<file path="src/rtl/div_unit.sv">
// Iterative RV32M divide/remainder unit (DIV, DIVU, REM, REMU), one restoring step per cycle.
// Optional macro FAST_SPECIAL_EN: divide-by-zero and signed overflow finish in one cycle.
module div_unit #(
    parameter int N = 32
) (
    input  logic         clk,
    input  logic         rst,
    input  logic         start,
    input  logic [1:0]   op,
    input  logic [N-1:0] dividend,
    input  logic [N-1:0] divisor,
    output logic         busy,
    output logic         done,
    output logic [N-1:0] result
);

    localparam int            CW       = $clog2(N);
    localparam logic [CW-1:0] CNT_LAST = CW'(N - 1);
    localparam logic [CW-1:0] CNT_ONE  = CW'(1);
    localparam logic [CW-1:0] CNT_ZERO = CW'(0);
    localparam logic [N-1:0]  ONE_N    = {{(N-1){1'b0}}, 1'b1};
    localparam logic [N-1:0]  ZERO_N   = {N{1'b0}};
    localparam logic [N-1:0]  ONES_N   = {N{1'b1}};
    localparam logic [N-1:0]  MIN_N    = {1'b1, {(N-1){1'b0}}};

    typedef enum logic [1:0] {
        ST_IDLE = 2'd0,
        ST_RUN  = 2'd1,
        ST_DONE = 2'd2
    } state_t;

    function automatic logic [N-1:0] neg2(input logic [N-1:0] x);
        return ~x + ONE_N;
    endfunction

    state_t        state_r, state_n;
    logic [CW-1:0] cnt_r, cnt_n;
    logic [N-1:0]  rem_r, rem_n;
    logic [N-1:0]  quot_r, quot_n;
    logic [N-1:0]  dvsr_r, dvsr_n;
    logic          rem_sel_r, rem_sel_n;
    logic          neg_q_r, neg_q_n;
    logic          neg_rm_r, neg_rm_n;
    logic          special_r, special_n;
    logic [N-1:0]  special_val_r, special_val_n;
    logic [N-1:0]  result_r, result_n;
    logic          busy_r, done_r;

    logic          signed_s, a_neg_s, b_neg_s, div0_s, ovf_s, special_s;
    logic [N-1:0]  a_mag_s, b_mag_s, spec_val_s;
    logic [N:0]    shift_s, trial_s;
    logic [N-1:0]  step_rem_s, step_quot_s, final_s;

    // Start-time decode: magnitudes, signs and the RISC-V special-case value.
    always_comb begin
        signed_s   = ~op[0];
        a_neg_s    = signed_s & dividend[N-1];
        b_neg_s    = signed_s & divisor[N-1];
        a_mag_s    = a_neg_s ? neg2(dividend) : dividend;
        b_mag_s    = b_neg_s ? neg2(divisor) : divisor;
        div0_s     = (divisor == ZERO_N);
        ovf_s      = signed_s & (dividend == MIN_N) & (divisor == ONES_N);
        special_s  = div0_s | ovf_s;
        if (div0_s) begin
            spec_val_s = op[1] ? dividend : ONES_N;
        end else begin
            spec_val_s = op[1] ? ZERO_N : dividend;
        end
    end

    // One restoring step; the working remainder is N+1 bits wide, but the
    // stored remainder is always below the divisor and so fits in N bits.
    always_comb begin
        shift_s = {rem_r, quot_r[N-1]};
        trial_s = shift_s - {1'b0, dvsr_r};
        if (!trial_s[N]) begin
            step_rem_s  = trial_s[N-1:0];
            step_quot_s = {quot_r[N-2:0], 1'b1};
        end else begin
            step_rem_s  = shift_s[N-1:0];
            step_quot_s = {quot_r[N-2:0], 1'b0};
        end
        if (rem_sel_r) begin
            final_s = neg_rm_r ? neg2(step_rem_s) : step_rem_s;
        end else begin
            final_s = neg_q_r ? neg2(step_quot_s) : step_quot_s;
        end
    end

    // Next-state and datapath-update logic.
    always_comb begin
        state_n       = state_r;
        cnt_n         = cnt_r;
        rem_n         = rem_r;
        quot_n        = quot_r;
        dvsr_n        = dvsr_r;
        rem_sel_n     = rem_sel_r;
        neg_q_n       = neg_q_r;
        neg_rm_n      = neg_rm_r;
        special_n     = special_r;
        special_val_n = special_val_r;
        result_n      = result_r;
        case (state_r)
            ST_IDLE, ST_DONE: begin
                if (start) begin
                    rem_n         = ZERO_N;
                    quot_n        = a_mag_s;
                    dvsr_n        = b_mag_s;
                    rem_sel_n     = op[1];
                    neg_q_n       = a_neg_s ^ b_neg_s;
                    neg_rm_n      = a_neg_s;
                    special_n     = special_s;
                    special_val_n = spec_val_s;
                    cnt_n         = CNT_ZERO;
`ifdef FAST_SPECIAL_EN
                    if (special_s) begin
                        state_n  = ST_DONE;
                        result_n = spec_val_s;
                    end else begin
                        state_n  = ST_RUN;
                    end
`else
                    state_n = ST_RUN;
`endif
                end else begin
                    state_n = ST_IDLE;
                end
            end
            ST_RUN: begin
                rem_n  = step_rem_s;
                quot_n = step_quot_s;
                cnt_n  = cnt_r + CNT_ONE;
                if (cnt_r == CNT_LAST) begin
                    state_n  = ST_DONE;
                    cnt_n    = CNT_ZERO;
                    result_n = special_r ? special_val_r : final_s;
                end else begin
                    state_n  = ST_RUN;
                end
            end
            default: begin
                state_n = ST_IDLE;
            end
        endcase
    end

    // State and datapath registers; status outputs are registered from the next state.
    always_ff @(posedge clk or posedge rst) begin
        if (rst) begin
            state_r       <= ST_IDLE;
            cnt_r         <= CNT_ZERO;
            rem_r         <= ZERO_N;
            quot_r        <= ZERO_N;
            dvsr_r        <= ZERO_N;
            rem_sel_r     <= 1'b0;
            neg_q_r       <= 1'b0;
            neg_rm_r      <= 1'b0;
            special_r     <= 1'b0;
            special_val_r <= ZERO_N;
            result_r      <= ZERO_N;
            busy_r        <= 1'b0;
            done_r        <= 1'b0;
        end else begin
            state_r       <= state_n;
            cnt_r         <= cnt_n;
            rem_r         <= rem_n;
            quot_r        <= quot_n;
            dvsr_r        <= dvsr_n;
            rem_sel_r     <= rem_sel_n;
            neg_q_r       <= neg_q_n;
            neg_rm_r      <= neg_rm_n;
            special_r     <= special_n;
            special_val_r <= special_val_n;
            result_r      <= result_n;
            busy_r        <= (state_n == ST_RUN);
            done_r        <= (state_n == ST_DONE);
        end
    end

    assign busy   = busy_r;
    assign done   = done_r;
    assign result = result_r;

endmodule

</file>
<file path="config.mk">
export PLATFORM = sky130hd
export DESIGN_NAME = div_unit
export DESIGN_NICKNAME = d
export VERILOG_FILES = /design/src/rtl/div_unit.sv
export SDC_FILE = /design/constraint.sdc
export NUM_CORES = 1
export LEC_CHECK = 0
export ABC_AREA = 1
export BUFFER_PORTS_ARGS = -buffer_cell sky130_fd_sc_hd__buf_2
export CAP_MARGIN = 20
export CELL_PAD_IN_SITES_DETAIL_PLACEMENT = 1
export CELL_PAD_IN_SITES_GLOBAL_PLACEMENT = 1
export CORE_MARGIN = 2
export CORE_UTILIZATION = 44
export DETAILED_ROUTE_END_ITERATION = 7
export GPL_TIMING_DRIVEN = 0
export HOLD_SLACK_MARGIN = 0.05
export PLACE_DENSITY_LB_ADDON = 0.1
export SLEW_MARGIN = 30
export SYNTH_ARGS = -nofsm -noshare
export SYNTH_HDL_FRONTEND = slang
export SYNTH_SLANG_ARGS = --single-unit
</file>
<file path="constraint.sdc">
create_clock -name clk -period 5.7 [get_ports clk]
set_input_delay 0.285 -clock clk [delete_from_list [all_inputs] [get_ports clk]]
set_output_delay 0.285 -clock clk [all_outputs]
set_load 0.01 [all_outputs]
</file>
==> impl_metrics.toml <==
[run_status]
outcome = "finished, final reports clean"

[yosys]
yosysSeqAreaShare_pct = 29.82
ys.flop_type = "dfrtp_1"
synth_edf_count = 0
synthTopCellsByCount = "729 x nand2_1, 350 x inv_1, 173 x dfrtp_1, 173 x nor2_1, 160 x o21ai_0"
synth_cells = 2320
synth_top_area_cell = "dfrtp_1"
synth_cell_type_count = 50
ys_async_sr_fraction_pct = 100.0
syn_area_mm2 = 0.01452
synth_top_area_share_pct = 29.82
synthTopCellsByArea = "dfrtp_1 30%, nand2_1 19%, inv_1 9.0%, o21ai_0 5.5%, nand3_1 5.3%"
synth_seq_cells = 173
yosysWarnings = 0
syn_nets = 2429
yosysMostFrequentCell = "nand2_1"
avgSynthCellArea_um2 = 6.258

[sta]
tightest_slew_ps = 892.3
fin_skew_ps = 21.57
hold_viol = 0
fmax_ghz = 0.1933
timing.setup.tns_ps = 0
final_max_slew_viol_count = 0
slew_headroom_pct = 40.30
setup_viol = 0
period_minus_slack_ps = 5172
hold-worst-slack_ps = 86.99
rsz0062_at_grt = "false"
period_share_pct = 90.75

[routing]
drt_iter0_drc = 1398
via_per_inst = 5.641
drt-pass1-iter-count = 7
drc = 0
wl_um = 59910
wl_per_cell_um = 20.67
ant_nets = 0
vias = 16349

[global_routing]
grt_use_total_pct = 35.33
grt_use_met1_pct = 49.92
use_met2_pct = 55.69
grt_pass1_vias = 16615
grt_first_pass_wirelength_um = 92250
met3_usage_pct = 4.970
top_usage_layer = "met2"
antenna_found_initial = 1
grt_max_degree = 86
grt.overflow.total = 0

[critical_path]
worstSetupPathType = "register to register"
setup.worst_path.end = "result[30]"
worstRegToRegCells = 32
slowest_stage = "fa_1"
worstPathArrival_ps = 5590
r2r_start = "quot_r[31]"
start_kind = "register"
cp_common_cell = "nand2_1"
required_ps = 6110
reg2reg_to = "result[30]"
reg2reg_slack_ps = 530
slowest_delay_ps = 410
crit_path_end_kind = "register"
cp-startpoint = "quot_r[31]"
critPathMaxFanout = 10

[layout]
postLayoutCellArea_mm2 = 0.01624
drive_gt1_share_pct = 9.691
nNetsFinal = 2552
syn_to_final_growth_pct = 11.83
antenna_cells = 0
final_cells = 2898

[clock_tree]
cts_made_buffers = 17
htreeDepth = 4
cts-root-buf = "clkbuf_16"
clock_latency_ps = 490
clk_path_buf_depth = 2
cts.clk_slew.worst_paths_ps = 80
cts_tree = "done"
cts_sinks = 173

[floorplanning]
die_x_um = 185.6
io_pins = 103
initial_core_util_pct = 44.62
core_area_mm2 = 0.03254
dieArea_mm2 = 0.03446
die_height_um = 185.6
rows = 66

[placement]
portBuffers = 101
gp_congestion = 0.9506
placed_area_mm2 = 0.01564
dpl.hpwl_um = 47790
placed_cells = 2865

[worst_hold_path]
hp-start = "dividend[27]"
min_path_type = "primary input to register"

[job]
maxCapViolCount = 0
==> metal layers <==
layer  wire, um  up-vias
met5         12        -
li1           -     7659
met2      26380      558
met3       3928      103
met1      27970     8027
met4       1616        2
==> per-stage QoR <==
stage / setup slack [ps] / util [%]
3_5_place_dp: 417.6 / 48.07
4_1_cts: 398.0 / 49.85
6_report: 527.5 / 49.90
5_1_grt: 91.99 / 49.90
3_3_place_gp: -1675 / 47.87
2_1_floorplan: 726.5 / -
==> repair_timing <==
action | CTS | global route
hold buffers | 1 | 0
gates resized for setup | 0 | 3
hold endpoints to repair | 88 | 0
buffers inserted | 0 | 0
endpoints found under the setup margin | 0 | 4
==> how the worst min path moves through the flow <==
stage | end | slack, ps | depth (start not counted)
3_3_place_gp | result[7] | 460 | 2
4_1_cts | quot_r[27] | 70 | 3
2_1_floorplan | quot_r[27] | 410 | 2
5_1_grt | quot_r[27] | 120 | 3
3_5_place_dp | dvsr_r[12] | 200 | 2
6_report | quot_r[27] | 90 | 3
==> layout by cell type, fill, tap and decap left out, types with 6 or more instances in the layout <==
| cell | n |
|---|---|
| a21oi_1 | 129 |
| nand3_1 | 153 |
| nand2_4 | 12 |
| nand2_1 | 729 |
| xnor2_1 | 8 |
| clkbuf_16 | 17 |
| clkbuf_1 | 68 |
| a31oi_1 | 12 |
| nor3_1 | 30 |
| o221ai_1 | 26 |
| nand2_2 | 30 |
| xor2_1 | 50 |
| o21ai_0 | 160 |
| nand3b_1 | 11 |
| dfrtp_1 | 173 |
| o21ai_1 | 11 |
| buf_1 | 6 |
| nand4_1 | 25 |
| o22ai_1 | 32 |
| inv_8 | 6 |
| nor2_2 | 12 |
| inv_2 | 9 |
| nor2_1 | 173 |
| o211ai_1 | 6 |
| ha_1 | 39 |
| inv_1 | 349 |
| buf_2 | 107 |
==> cell type report <==
class	count	area (um^2)
Buffer	89	410.4
Clock buffer	17	425.4
Clock inverter	15	145.1
Fill cell	4537	16300
Inverter	360	1359
Multi-Input combinational cell	1698	8443
Sequential cell	173	4329
Tap cell	442	553.0
Timing Repair Buffer	104	570.5
==> critical path: cells and delay by family, from the launching register on <==
family | cells | cell delay [ps]
simple gates | 22 | 2960
flops | 1 | 360
buf+inv | 5 | 710
compound gates | 2 | 230
fa+ha+maj | 3 | 860
==> cells by family (layout without fill, tap and decap cells) <==
family	Yosys count	in the layout	synth area share, %
adders and majority gates	40	40	3.499
xor gates and xnor gates	58	58	3.499
AOI/OAI and AO/OA	395	395	15.25
DFF	173	173	29.82
and+or+nand+nor	1205	1205	35.80
buffers and inverters	449	585	12.13
==> flip-flops by register name (all words and copies together), names as in the netlist, 2 cells and up <==
signal,count
cnt_r,5
dvsr_r,32
quot_r,32
rem_r,32
result,32
special_val_r,32
state_r,2
Power is not shown: default switching activity piles up to over one toggle a cycle in this logic, so the estimate is an artifact.
